## src/rtl/led_seq_gen_pkg.sv

```systemverilog
// Shared types and constants for the LED sequence generator.
package led_seq_pkg;

    localparam int unsigned CODE_W = 3;

    typedef logic [CODE_W-1:0] code_t;

    // Bounce-mode travel direction; also mirrors dir while in wrap mode.
    typedef enum logic {
        UP   = 1'b0,
        DOWN = 1'b1
    } state_t;

    localparam logic WRAP   = 1'b0;
    localparam logic BOUNCE = 1'b1;

    localparam code_t CODE_MIN = CODE_W'(0);
    localparam code_t CODE_MAX = CODE_W'(7);

endpackage

```

## src/rtl/led_seq_gen_if.sv

```systemverilog
// Control/status bundle between a controller and led_seq_gen.
//   en, mode, dir, step_req : controls into the generator
//   out1..out3              : registered 3-bit code, MSB first, to the decoder
//   step_tick               : one-cycle pulse when a new code appears
interface led_seq_gen_if;

    logic en;
    logic mode;
    logic dir;
    logic step_req;
    logic out1;
    logic out2;
    logic out3;
    logic step_tick;

    modport master (
        output en, mode, dir, step_req,
        input  out1, out2, out3, step_tick
    );

    modport slave (
        input  en, mode, dir, step_req,
        output out1, out2, out3, step_tick
    );

endinterface

```

## src/rtl/led_seq_gen_tick_div.sv

```systemverilog
// Free-running step divider: one timer event every CNT_MAX+1 enabled clocks.
//   sys_clk, sys_rst : clock, synchronous active-high reset
//   en               : 1 = count, 0 = hold
//   tick             : high during the cycle the counter sits at CNT_MAX
module tick_div #(
    parameter int unsigned CNT_MAX = 24_999_999,
    parameter int unsigned CNT_W   = $clog2(CNT_MAX + 1)
) (
    input  logic sys_clk,
    input  logic sys_rst,
    input  logic en,
    output logic tick
);

    logic [CNT_W-1:0] cnt_q;
    logic             at_max_c;

    assign at_max_c = (cnt_q == CNT_W'(CNT_MAX));

    // Combinational so the consumer advances on the same edge the counter wraps.
    assign tick = en && at_max_c;

    // Counter: wraps to 0 after CNT_MAX, frozen while en is low.
    always_ff @(posedge sys_clk) begin
        if (sys_rst) begin
            cnt_q <= '0;
        end else if (en) begin
            cnt_q <= at_max_c ? '0 : cnt_q + CNT_W'(1);
        end
    end

endmodule

```

## src/rtl/led_seq_gen.sv

```systemverilog
// Timed 3-bit code source for a 3-to-8 one-hot decoder (running light).
//   sys_clk, sys_rst : clock, synchronous active-high reset
//   bus (slave)      : en/mode/dir/step_req in; out1..out3/step_tick out
// Wrap mode counts up or down modulo 8; bounce mode ping-pongs 0..7..0
// without repeating the endpoints. All outputs come straight from flops.
module led_seq_gen
    import led_seq_pkg::*;
#(
    parameter int unsigned CNT_MAX = 24_999_999,
    parameter int unsigned CNT_W   = $clog2(CNT_MAX + 1)
) (
    input  logic          sys_clk,
    input  logic          sys_rst,
    led_seq_gen_if.slave  bus
);

    logic   tick_c;
    logic   adv_c;
    state_t state_q, state_d;
    code_t  code_q, code_d;
    logic   step_tick_q, step_tick_d;

    tick_div #(
        .CNT_MAX (CNT_MAX),
        .CNT_W   (CNT_W)
    ) u_tick_div (
        .sys_clk (sys_clk),
        .sys_rst (sys_rst),
        .en      (bus.en),
        .tick    (tick_c)
    );

    // A coincident timer event and manual request merge into one advance.
    assign adv_c = tick_c || bus.step_req;

    // State, code and pulse registers.
    always_ff @(posedge sys_clk) begin
        if (sys_rst) begin
            state_q     <= UP;
            code_q      <= CODE_MIN;
            step_tick_q <= 1'b0;
        end else begin
            state_q     <= state_d;
            code_q      <= code_d;
            step_tick_q <= step_tick_d;
        end
    end

    // Next code / direction.
    always_comb begin
        state_d     = state_q;
        code_d      = code_q;
        step_tick_d = adv_c;

        if (bus.mode == WRAP) begin
            // Track dir continuously so a later bounce starts the same way.
            state_d = bus.dir ? DOWN : UP;
            if (adv_c) begin
                code_d = bus.dir ? code_q - CODE_W'(1) : code_q + CODE_W'(1);
            end
        end else if (adv_c) begin
            case (state_q)
                UP: begin
                    if (code_q == CODE_MAX) begin
                        code_d  = CODE_MAX - CODE_W'(1);
                        state_d = DOWN;
                    end else begin
                        code_d = code_q + CODE_W'(1);
                    end
                end
                DOWN: begin
                    if (code_q == CODE_MIN) begin
                        code_d  = CODE_MIN + CODE_W'(1);
                        state_d = UP;
                    end else begin
                        code_d = code_q - CODE_W'(1);
                    end
                end
                default: begin
                    state_d = UP;
                end
            endcase
        end
    end

    assign bus.out1      = code_q[2];
    assign bus.out2      = code_q[1];
    assign bus.out3      = code_q[0];
    assign bus.step_tick = step_tick_q;

endmodule

```

## src/flat_wrapper.sv

```systemverilog
// flat-port wrapper written by rule: the top's interface ports become plain ports
module led_seq_gen_flat import led_seq_pkg::*;
#(
    parameter int unsigned CNT_MAX = 24_999_999,
    parameter int unsigned CNT_W   = $clog2(CNT_MAX + 1)
)
  (sys_clk, sys_rst, bus_en, bus_mode, bus_dir, bus_step_req, bus_out1, bus_out2, bus_out3, bus_step_tick);
  led_seq_gen_if bus_i ();
  input  logic sys_clk;
  input  logic sys_rst;
  input wire logic [$bits(bus_i.en)-1:0] bus_en;
  input wire logic [$bits(bus_i.mode)-1:0] bus_mode;
  input wire logic [$bits(bus_i.dir)-1:0] bus_dir;
  input wire logic [$bits(bus_i.step_req)-1:0] bus_step_req;
  output wire logic [$bits(bus_i.out1)-1:0] bus_out1;
  output wire logic [$bits(bus_i.out2)-1:0] bus_out2;
  output wire logic [$bits(bus_i.out3)-1:0] bus_out3;
  output wire logic [$bits(bus_i.step_tick)-1:0] bus_step_tick;
  assign bus_i.en = bus_en;
  assign bus_i.mode = bus_mode;
  assign bus_i.dir = bus_dir;
  assign bus_i.step_req = bus_step_req;
  assign bus_out1 = bus_i.out1;
  assign bus_out2 = bus_i.out2;
  assign bus_out3 = bus_i.out3;
  assign bus_step_tick = bus_i.step_tick;
  led_seq_gen #(.CNT_MAX(CNT_MAX), .CNT_W(CNT_W)) u_core (.sys_clk(sys_clk), .sys_rst(sys_rst), .bus(bus_i));
endmodule
```

## config.mk

```make
export PLATFORM = sky130hd
export DESIGN_NAME = led_seq_gen_flat
export DESIGN_NICKNAME = d
export VERILOG_FILES = /design/src/rtl/led_seq_gen_pkg.sv /design/src/rtl/led_seq_gen_if.sv /design/src/rtl/led_seq_gen_tick_div.sv /design/src/rtl/led_seq_gen.sv /design/src/flat_wrapper.sv
export SDC_FILE = /design/constraint.sdc
export NUM_CORES = 1
export LEC_CHECK = 0
export ABC_AREA = 1
export CAP_MARGIN = 15
export CORE_ASPECT_RATIO = 2
export CORE_UTILIZATION = 60
export DETAILED_ROUTE_END_ITERATION = 16
export GPL_TIMING_DRIVEN = 0
export PLACE_DENSITY = 0.8
export SYNTH_ARGS = -nofsm -noshare
export SYNTH_HDL_FRONTEND = slang
export SYNTH_HIERARCHICAL = 1
export SYNTH_SLANG_ARGS = --single-unit
```

## constraint.sdc

```tcl
create_clock -name sys_clk -period 4.2 [get_ports sys_clk]
set_input_delay 0.84 -clock sys_clk [delete_from_list [all_inputs] [get_ports sys_clk]]
set_output_delay 0.84 -clock sys_clk [all_outputs]
set_load 0.01 [all_outputs]
```

# [Word level (Yosys, flattened, before mapping)]
# Cells that the tools add are included.
[totals] regBits=30 inputBits=6 output_inout_bits=4 word_cells=28
[op_classes] n_addsub=3 n_eq_ne=3 n_mux=14 bitwise_logic=1 reduce_logical=3
[ops] op="$add 25x1->25 const B" count=1
[ops] op="$eq 25x25->1 const B" count=1
[ops] op="$mux 25" count=1
[ops] op="$mux 3" count=6
[ops] op="$pmux 3 s2" count=1
[ops] op="$mux 1" count=5
[ops] op="$add 3x1->3 const B" count=1
[ops] op="$eq 3x3->1 const B" count=1
[ops] op="$logic_not 3->1" count=1
[ops] op="$sub 3x1->3 const B" count=1
[ops] op="$ne 2x1->1 const B" count=1
[ops] op="$pmux 1 s2" count=1
[ops] op="$logic_and 1x1->1" count=1
[ops] op="$logic_or 1x1->1" count=1
[ops] op="$not 1->1" count=1

# [Longest topological paths before layout]
# Gate-level depths: netlist (run 1).
[depth] depth_word=5 mapped_depth=12 depth_no_buf=12

# [Modules after synthesis]
# Netlist (run 1), hierarchy kept.
[by_module_without_submodules] module="tick_div" n_inst=1 cells_each=229 area_each_um2=1478.9 seq_area_each_um2=500.5
[by_module_without_submodules] module="led_seq_gen" n_inst=1 cells_each=66 area_each_um2=407.9 seq_area_each_um2=100.1

# [Worst setup path after synthesis (run 1)]
# No wires, ideal clock.
[synth_timing] path_type="input to register" startpoint="input port bus_en" endpoint="register u_core.state_q" setup_ps=117 t_arrival_ps=1603 setup_slack_ps=2480 path_stages=9 n_path_buf=0 path_cell_list="nand2_1 -> nor2_1 -> nand3_4 -> nor2_4 -> inv_1 -> nand2_1 -> a21oi_1 -> nor2_1 -> nor2_1"
[synth_via] elab_chain_len=3
[synth_lines] element="start, declared" line_no="flat_wrapper.sv:11" source="input wire logic [$bits(bus_i.en)-1:0] bus_en;"
[synth_lines] element="$logic_and 1x1->1" line_no="led_seq_gen_tick_div.sv:21" source="assign tick = en && at_max_c;"
[synth_lines] element="net u_core.tick_c" line_no="led_seq_gen.sv:17" source="logic tick_c;"
[synth_lines] element="$logic_or 1x1->1" line_no="led_seq_gen.sv:34" source="assign adv_c = tick_c || bus.step_req;"
[synth_lines] element="$ne 2x1->1 (no line)"
[synth_lines] element="end signal, assigned" line_no="led_seq_gen.sv:43" source="state_q <= state_d;"
[synth_lines] element="end, declared" line_no="led_seq_gen.sv:19" source="state_t state_q, state_d;"
# The timed path passes the listed nets, and every way through them passes these cells.
# A chain may end at the register's enable or synchronous reset.

# [Worst setup path after layout (run 1)]
# Ends and elaborated chain as after synthesis.

==> results of run 1 <==
[where the power goes]
group / internal, mW / switching, mW / total (mW)
Combinational: 0.0258 / 0.0345 / 0.0604
Sequential: 0.290 / 0.00499 / 0.295
Clock: 0.111 / 0.108 / 0.218
[cell type report]
| type | instances | area, µm² | area share |
|---|---|---|---|
| Multi-Input combinational cell | 219 | 1101 | 0.5260 |
| Buffer | 3 | 23.77 | 0.01136 |
| Inverter | 43 | 161.4 | 0.07711 |
| Clock inverter | 2 | 10.01 | 0.004782 |
| Timing Repair Buffer | 9 | 90.09 | 0.04304 |
| Sequential cell | 30 | 600.6 | 0.2869 |
| Clock buffer | 5 | 68.82 | 0.03288 |
| Tap cell | 30 | 37.54 | 0.01793 |
[cells by family after synthesis]
logic type | synth area share
buffers and inverters | 0.09814
adders and majority gates | 0.04642
AOI/OAI and AO/OA | 0.04377
and+or+nand+nor | 0.4602
xor gates and xnor gates | 0.02786
DFF | 0.3183
muxes | 0.005305
[Yosys cell counts, types with 3 or more instances]
library cell,number,share of area
nand2_1,76,0.15
nor2_1,52,0.10
inv_1,42,0.084
dfxtp_1,30,0.32
nand3_1,26,0.069
nor2_2,13,0.043
a21oi_1,8,0.021
nand2_2,8,0.027
ha_1,7,0.046
nor2_4,5,0.030
nor3_1,4,0.011
o21ai_0,4,0.011
nand4_1,3,0.0099
xnor2_1,3,0.014
xor2_1,3,0.014
[how the worst max path moves through the flow]
stage	from	to	slack [ps]	cells after the start
5_1_grt	bus_en	u_core/state_q$_SDFFE_PP0P_	1920	10
3_3_place_gp	bus_en	u_core/state_q$_SDFFE_PP0P_	1740	10
2_1_floorplan	bus_en	u_core/state_q$_SDFFE_PP0P_	2480	9
6_report	bus_en	u_core/state_q$_SDFFE_PP0P_	2070	10
3_5_place_dp	bus_en	u_core/state_q$_SDFFE_PP0P_	1750	10
4_1_cts	bus_en	u_core/state_q$_SDFFE_PP0P_	2050	10
[placed cells by master, fill, tap and decap left out, drive strengths merged, types with 5 or more instances in the layout]
cell type	instances
clkbuf	5
nand2	84
nor2	70
ha	7
a21oi	8
clkdlybuf4s50	9
o21ai	5
dfxtp	30
nand3	27
inv	43
[registers in the layout (all words and copies together), names as in the netlist]
name and count:
u_core/bus.step_tick 1, u_core/code_q 3, u_core/state_q 1, u_core/u_tick_div/cnt_q 25
[per-stage QoR]
step                worst slack [ps]  area [µm²]  utilization
floorplan                       2480        1887            -
global placement                1738        2014       0.6765
detailed placement              1750        2014       0.6765
CTS                             2054        2093       0.7029
global route                    1924        2093       0.7029
finish                          2065        2093       0.7029
[worst max-delay path, cell delays in order]
cell	delay, ps
clkdlybuf4s50_1	560
nand2_1	70
nor2_1	180
nand3_4	120
nor2_4	150
inv_1	50
nand2_1	120
a21oi_1	80
nor2_1	100
nor2_1	40
[layer usage]
layer	wire, µm	vias to the layer above	part of all wire	GRT usage
met5	0	-	0	0
met4	293	0	0.068	0.2452
met3	103	24	0.024	0.04889
met2	2387	34	0.56	0.5297
met1	1514	805	0.35	0.2373
li1	-	940	-	-
==> flow_metrics.env, run 1 <==
export IMPL_outcome="complete, no violations"
export IMPL_post_cts_resized=0
export IMPL_cp_arrival_ps=2320
export IMPL_drt_initial_drc_count=43
export IMPL_async_flop_share=0
export IMPL_cts_num_sinks=30
export IMPL_die_w_um=41.65
export IMPL_antenna_found_initial=0
export IMPL_synth_nets=308
export IMPL_holdPathStages=2
export IMPL_worstHoldEndpoint="u_core/u_tick_div/cnt_q[0]$_SDFFE_PP0P_"
export IMPL_initial_utilization=0.6336
export IMPL_cts_htree_levels=2
export IMPL_gp_congestion=0.9101
export IMPL_fmax_mhz=468.5
export IMPL_cts_root_buf="clkbuf_8"
export IMPL_finalClockSkew_ps=4.306
export IMPL_io_pins=10
export IMPL_wirelength_um=4299
export IMPL_layoutNonFillerInstCount=341
export IMPL_cts_buffer_depth=2
export IMPL_max_slew_margin=0.7597
export IMPL_coreArea_um2=2978
export IMPL_cts_made_buffers=5
export IMPL_ys_warn_count=6
export IMPL_vdd_ir_drop_worst_mv=0.3243
export IMPL_path_max_fanout=4
export IMPL_post_route_drc_count=0
export IMPL_cts_hold_buf=0
export IMPL_viasPerCell=5.287
export IMPL_setup_violations=0
export IMPL_worstMarginPinSlew_ps=360.5
export IMPL_rsz0062_at_grt="false"
export IMPL_ys_types=26
export IMPL_synth_edff_count=0
export IMPL_reg2reg_slack_ps=2650
export IMPL_grt_pass1_wl_um=7072
export IMPL_cts_tree="done"
export IMPL_worstSetupEndpointType="register"
export IMPL_routedWlPerCell_um=12.61
export IMPL_diodes=0
export IMPL_grtUsageTotal=0.2787
export IMPL_syn_to_final_growth_pct=10.94
export IMPL_cap_violations=0
export IMPL_hold_viol_final=0
export IMPL_syn_avg_cell_area_um2=6.396
export IMPL_fin_nets=324
export IMPL_ys_flop_type="dfxtp_1"
export IMPL_dp_cells=334
export IMPL_dpl_hpwl_um=3434
export IMPL_p_leak_nw=0.9139
export IMPL_min_from="u_core/u_tick_div/cnt_q[0]$_SDFFE_PP0P_"
export IMPL_timing_worst_setup_path_type="in2reg"
export IMPL_crit_required_ps=4380
export IMPL_start_kind="input port"
export IMPL_die_height_um=81.31
export IMPL_portBuffers=9
export IMPL_worstHoldPathType="reg2reg"
export IMPL_synth_seq_area_share=0.3183
export IMPL_period_needed_ps=2135
export IMPL_cts_setup_buffers=0
export IMPL_gr_total_overflow=0
export IMPL_die_area_um2=3386
export IMPL_timing_rr_start="u_core/u_tick_div/cnt_q[0]$_SDFFE_PP0P_"
export IMPL_syn_area_um2=1887
export IMPL_clock_latency_ps=290
export IMPL_drive_gt1_frac=0.1286
export IMPL_finalHoldWorstSlack_ps=490.7
export IMPL_postRouteAntennaNets=0
export IMPL_worstReg2RegEnd="u_core/state_q$_SDFFE_PP0P_"
export IMPL_syn_inst=295
export IMPL_dr_pass1_iters=6
export IMPL_path_clk_slew_ps=60
export IMPL_via_count=1803
export IMPL_fillCellCount=263
export IMPL_r2r_cells=10
export IMPL_grt_max_degree=11
export IMPL_rows=28
export IMPL_finalSetupTns_ps=0
export IMPL_finalCritPeriodShare=0.5082
export IMPL_total_power_mw=0.5736
export IMPL_grt_pass1_vias=1727
export IMPL_synth_seq_cells=30
export IMPL_p_per_area_nw_per_um2=274.0
export IMPL_slew_viol_final=0
(Power assumes the default switching activity.)
==> inputs of run 2 (changes only) <==
--- a/config.mk
+++ b/config.mk
@@ -8,10 +8,10 @@
 export ABC_AREA = 1
 export CAP_MARGIN = 15
 export CORE_ASPECT_RATIO = 2
-export CORE_UTILIZATION = 60
+export CORE_UTILIZATION = 59
 export DETAILED_ROUTE_END_ITERATION = 16
 export GPL_TIMING_DRIVEN = 0
-export PLACE_DENSITY = 0.8
+export PLACE_DENSITY = 0.79
 export SYNTH_ARGS = -nofsm -noshare
 export SYNTH_HDL_FRONTEND = slang
 export SYNTH_HIERARCHICAL = 1
==> constraint.sdc (replaced) <==
create_clock -name sys_clk -period 2 [get_ports sys_clk]
set_input_delay 0.4 -clock sys_clk [delete_from_list [all_inputs] [get_ports sys_clk]]
set_output_delay 0.4 -clock sys_clk [all_outputs]
set_load 0.01 [all_outputs]
==> flow_metrics.env, run 2 (synthesis results as in run 1) <==
export IMPL_largest_reg_flops=25
export IMPL_finalClockSkew_ps=2.576
export IMPL_outcome="complete, no violations"
export IMPL_via_count=1812
export IMPL_mostFrequentLayoutCells="76 x nand2_1, 52 x nor2_1, 42 x inv_1, 30 x dfxtp_1, 26 x nand3_1"
export IMPL_drive_gt1_frac=0.1258
export IMPL_p_leak_nw=0.9132
export IMPL_cts_num_sinks=30
export IMPL_path_clk_slew_ps=60
export IMPL_postRouteAntennaNets=0
export IMPL_io_pins=10
export IMPL_fin_nets=324
export IMPL_antenna_found_initial=0
export IMPL_p_per_area_nw_per_um2=586.8
export IMPL_timing_rr_start="u_core/u_tick_div/cnt_q[0]$_SDFFE_PP0P_"
export IMPL_cts_root_buf="clkbuf_8"
export IMPL_setup_violations=0
export IMPL_finalCritPeriodShare=0.8728
export IMPL_crit_path_end="u_core/state_q$_SDFFE_PP0P_"
export IMPL_syn_to_final_growth_pct=11.14
export IMPL_grt_max_degree=11
export IMPL_finalSetupTns_ps=0
export IMPL_dr_pass1_iters=4
export IMPL_timing_worst_setup_path_type="in2reg"
export IMPL_total_power_mw=1.231
export IMPL_r2r_cells=10
export IMPL_cts_setup_buffers=0
export IMPL_regMostFlops="u_core/u_tick_div/cnt_q"
export IMPL_slew_viol_final=0
export IMPL_cts_hold_buf=0
export IMPL_worstMarginPinSlew_ps=408.5
export IMPL_die_area_um2=3442
export IMPL_path_max_fanout=4
export IMPL_gp_congestion=0.9256
export IMPL_diodes=0
export IMPL_worstHoldPathType="reg2reg"
export IMPL_post_cts_resized=0
export IMPL_rsz0062_at_grt="false"
export IMPL_viasPerCell=5.329
export IMPL_portBuffers=9
export IMPL_worstSetupEndpointType="register"
export IMPL_cts_buffer_depth=2
export IMPL_timing_critical_path_from="bus_en"
export IMPL_drt_initial_drc_count=57
export IMPL_gr_total_overflow=0
export IMPL_max_slew_margin=0.7277
export IMPL_start_kind="input port"
export IMPL_final_common_cell="nand2_1"
export IMPL_cap_violations=0
export IMPL_top_regs="u_core/u_tick_div/cnt_q (25), u_core/code_q (3)"
export IMPL_grt_pass1_wl_um=7362
export IMPL_routedWlPerCell_um=13.06
export IMPL_cts_made_buffers=5
export IMPL_fmax_mhz=572.8
export IMPL_die_height_um=81.98
export IMPL_fillCellCount=280
export IMPL_period_needed_ps=1746
export IMPL_coreArea_um2=3013
export IMPL_dpl_hpwl_um=3554
export IMPL_crit_required_ps=2170
export IMPL_hold_viol_final=0
export IMPL_cp_arrival_ps=1920
export IMPL_grtUsageTotal=0.2901
export IMPL_post_route_drc_count=0
export IMPL_worstReg2RegEnd="u_core/state_q$_SDFFE_PP0P_"
export IMPL_rows=28
export IMPL_clock_latency_ps=280
export IMPL_cts_htree_levels=2
export IMPL_vdd_ir_drop_worst_mv=0.4259
export IMPL_initial_utilization=0.6262
export IMPL_grt_pass1_vias=1728
export IMPL_cts_tree="done"
export IMPL_die_w_um=41.99
export IMPL_reg2reg_slack_ps=450
export IMPL_wirelength_um=4440
[run 2: layer usage]
metal,part of all wire,vias up,wire (µm),GRT usage
li1,-,935,-,-
met1,0.33,818,1463,0.2358
met2,0.59,36,2627,0.5984
met3,0.031,23,139,0.05934
met4,0.047,0,209,0.1774
met5,0,-,0,0
[run 2: how the worst min path moves through the flow]
stage | end | slack (ps) | startpoint | depth (start not counted)
after floorplan | u_core/u_tick_div/cnt_q[0]$_SDFFE_PP0P_ | 460 | u_core/u_tick_div/cnt_q[0]$_SDFFE_PP0P_ | 2
after global placement | u_core/u_tick_div/cnt_q[0]$_SDFFE_PP0P_ | 480 | u_core/u_tick_div/cnt_q[0]$_SDFFE_PP0P_ | 2
after detailed placement | u_core/u_tick_div/cnt_q[0]$_SDFFE_PP0P_ | 480 | u_core/u_tick_div/cnt_q[0]$_SDFFE_PP0P_ | 2
after CTS | u_core/u_tick_div/cnt_q[0]$_SDFFE_PP0P_ | 490 | u_core/u_tick_div/cnt_q[0]$_SDFFE_PP0P_ | 2
after global routing | u_core/u_tick_div/cnt_q[0]$_SDFFE_PP0P_ | 540 | u_core/u_tick_div/cnt_q[0]$_SDFFE_PP0P_ | 2
final | u_core/u_tick_div/cnt_q[0]$_SDFFE_PP0P_ | 490 | u_core/u_tick_div/cnt_q[0]$_SDFFE_PP0P_ | 2
[run 2: critical path, cell delays in order]
cell and delay [ps]:
clkdlybuf4s50_1 600, nand2_1 80, nor2_1 180, nand3_4 110, nor2_4 150, inv_1 50
nand2_1 110, a21oi_1 80, nor2_1 110, nor2_1 40
[run 2: power by group]
group,total (mW),internal [mW],switching (mW)
combinational,0.129,0.0546,0.0740
sequential,0.619,0.609,0.0108
clock,0.482,0.265,0.218
total,1.23,0.928,0.302
[run 2: stage by stage]
step / setup slack [ps] / hold WS [ps] / instance area [µm²] / instances / utilization
4_1_cts: 247.6 / 489.6 / 2097 / 340 / 0.6960
6_report: 254.3 / 491.5 / 2097 / 340 / 0.6960
5_1_grt: 97.38 / 537.2 / 2097 / 340 / 0.6960
3_5_place_dp: -37.66 / 481.5 / 2014 / 334 / 0.6686
2_1_floorplan: 665.7 / 458.3 / 1887 / 295 / -
3_3_place_gp: -34.59 / 476.1 / 2014 / 334 / 0.6686
[run 2: area by class of cell]
| type | count | area, µm² | share of cell area |
|---|---|---|---|
| clock buffer | 6 | 82.58 | 0.03938 |
| multi-input combinational | 219 | 1101 | 0.5251 |
| inverter | 43 | 161.4 | 0.07697 |
| tap | 30 | 37.54 | 0.01790 |
| buffer | 3 | 23.77 | 0.01134 |
| timing repair buffer | 9 | 90.09 | 0.04296 |
| sequential | 30 | 600.6 | 0.2864 |
==> inputs of run 3 (changes only) <==
--- a/config.mk
+++ b/config.mk
@@ -11,7 +11,8 @@
 export CORE_UTILIZATION = 59
 export DETAILED_ROUTE_END_ITERATION = 16
 export GPL_TIMING_DRIVEN = 0
-export PLACE_DENSITY = 0.79
+export PLACE_DENSITY = 0.87
+export RECOVER_POWER = 25
 export SYNTH_ARGS = -nofsm -noshare
 export SYNTH_HDL_FRONTEND = slang
 export SYNTH_HIERARCHICAL = 1
==> flow_metrics.env, run 3 (synthesis results as in run 1) <==
export IMPL_outcome="complete, no violations"
export IMPL_fmax_mhz=555.8
export IMPL_slew_viol_final=0
export IMPL_period_needed_ps=1799
export IMPL_grt_pass1_wl_um=7583
export IMPL_gr_usage_met1=0.2507
export IMPL_rows=28
export IMPL_initial_utilization=0.6262
export IMPL_worstHoldEndpoint="u_core/u_tick_div/cnt_q[0]$_SDFFE_PP0P_"
export IMPL_final_common_cell="nand2_1"
export IMPL_fillCellCount=271
export IMPL_worstSetupEndpointType="register"
export IMPL_worstReg2RegEnd="u_core/u_tick_div/cnt_q[12]$_SDFFE_PP0P_"
export IMPL_drive_gt1_frac=0.1186
export IMPL_finalHoldWorstSlack_ps=504.0
export IMPL_gp_congestion=0.9334
export IMPL_holdPathStages=2
export IMPL_clock_latency_ps=280
export IMPL_portBuffers=9
export IMPL_crit_required_ps=2160
export IMPL_worstMarginPinSlew_ps=325.4
export IMPL_cts_root_buf="clkbuf_8"
export IMPL_via_count=1838
export IMPL_post_route_drc_count=0
export IMPL_p_leak_nw=0.9193
export IMPL_die_height_um=81.98
export IMPL_cts_setup_buffers=0
export IMPL_start_kind="input port"
export IMPL_cts_htree_levels=2
export IMPL_drt_initial_drc_count=54
export IMPL_min_from="u_core/u_tick_div/cnt_q[0]$_SDFFE_PP0P_"
export IMPL_fin_nets=324
export IMPL_die_w_um=41.99
export IMPL_mostFrequentLayoutCells="77 x nand2_1, 54 x nor2_1, 42 x inv_1, 30 x dfxtp_1, 26 x nand3_1"
export IMPL_setup_violations=0
export IMPL_coreArea_um2=3013
export IMPL_grt_busiest_layer="met2"
export IMPL_diodes=0
export IMPL_reg2reg_slack_ps=380
export IMPL_dpl_hpwl_um=3435
export IMPL_path_max_fanout=4
export IMPL_cts_tree="done"
export IMPL_r2r_cells=8
export IMPL_post_cts_resized=0
export IMPL_gr_total_overflow=0
export IMPL_cts_buffer_depth=2
export IMPL_dr_pass1_iters=4
export IMPL_die_area_um2=3442
export IMPL_p_per_area_nw_per_um2=593.3
export IMPL_path_clk_slew_ps=60
export IMPL_largest_reg_flops=25
export IMPL_grt_max_degree=11
export IMPL_io_pins=10
export IMPL_cap_violations=0
export IMPL_postRouteAntennaNets=0
export IMPL_grt_util_met2=0.5672
export IMPL_worstHoldPathType="reg2reg"
export IMPL_max_slew_margin=0.7830
export IMPL_finalCritPeriodShare=0.8996
export IMPL_cts_made_buffers=5
export IMPL_cts_hold_buf=0
export IMPL_wirelength_um=4467
export IMPL_regMostFlops="u_core/u_tick_div/cnt_q"
export IMPL_timing_worst_setup_path_type="in2reg"
export IMPL_grt_pass1_vias=1803
export IMPL_cts_num_sinks=30
export IMPL_cp_arrival_ps=1960
export IMPL_top_regs="u_core/u_tick_div/cnt_q (25), u_core/code_q (3)"
export IMPL_antenna_found_initial=0
export IMPL_utilization=0.6964
export IMPL_finalClockSkew_ps=3.819
export IMPL_syn_to_final_growth_pct=11.21
export IMPL_hold_viol_final=0
export IMPL_vdd_ir_drop_worst_mv=0.6063
export IMPL_timing_rr_start="u_core/u_tick_div/cnt_q[0]$_SDFFE_PP0P_"
export IMPL_routedWlPerCell_um=13.06
export IMPL_met3_usage=0.04615
export IMPL_viasPerCell=5.374
export IMPL_grtUsageTotal=0.2937
export IMPL_rsz0062_at_grt="false"
==> run 3: cell count changes in the layout (fill, tap and decap cells not counted), sizes merged <==
cell / delta
clkbuf: +1
clkdlybuf4s50: -1
clkinv: +1
dlygate4sd3: +1
==> run 3: worst max-delay path by stage <==
stage | from | end | depth (start not counted)
finish | bus_en | u_core/u_tick_div/cnt_q[12]$_SDFFE_PP0P_ | 8
global route | bus_en | u_core/u_tick_div/cnt_q[18]$_SDFFE_PP0P_ | 8
CTS | bus_en | u_core/state_q$_SDFFE_PP0P_ | 10
detailed placement | bus_en | u_core/state_q$_SDFFE_PP0P_ | 10
global placement | bus_en | u_core/state_q$_SDFFE_PP0P_ | 10
floorplan | u_core/u_tick_div/cnt_q[0]$_SDFFE_PP0P_ | u_core/state_q$_SDFFE_PP0P_ | 10
==> run 3: worst max-delay path, cell delays in order <==
cell and delay [ps]:
clkdlybuf4s50_1 580, nand2_1 140, nor2_1 200, nand2_1 160
nor2_1 260, nand2_1 80, o21ai_0 80, nor2_1 50
==> run 3: area by class of cell <==
type	instances	area [µm²]	share of cell area
tap	30	37.54	0.01789
buffer	3	23.77	0.01133
inverter	43	161.4	0.07692
multi-input combinational	219	1094	0.5212
clock buffer	7	86.33	0.04114
sequential	30	600.6	0.2862
timing repair buffer	9	90.09	0.04293
clock inverter	1	5.005	0.002385
==> run 3: layer usage <==
metal / routed length, µm / part of all wire / vias to the layer above
met5: 0 / 0 / -
met4: 285 / 0.064 / 0
met3: 141 / 0.032 / 28
met2: 2514 / 0.56 / 50
met1: 1525 / 0.34 / 823
li1: - / - / 937
==> run 3: power breakdown <==
part	switching (mW)	leakage [nW]	internal (mW)
Combinational	0.0733	0.628	0.0540
Sequential	0.0105	0.243	0.609
Clock	0.222	0.0482	0.277
Total	0.305	0.919	0.940
==> run 3: stage by stage <==
stage          power (mW)  instance area [µm²]  worst slack (ps)  std cells  TNS (ps)
5_1_grt             1.303                 2098             104.3        342         0
3_5_place_dp       0.7606                 2014            -41.69        334    -48.74
4_1_cts             1.257                 2106             217.2        342         0
3_3_place_gp       0.7567                 2014            -13.31        334    -13.31
6_report            1.245                 2098             200.9        342         0
2_1_floorplan      0.7114                 1887             665.7        295         0
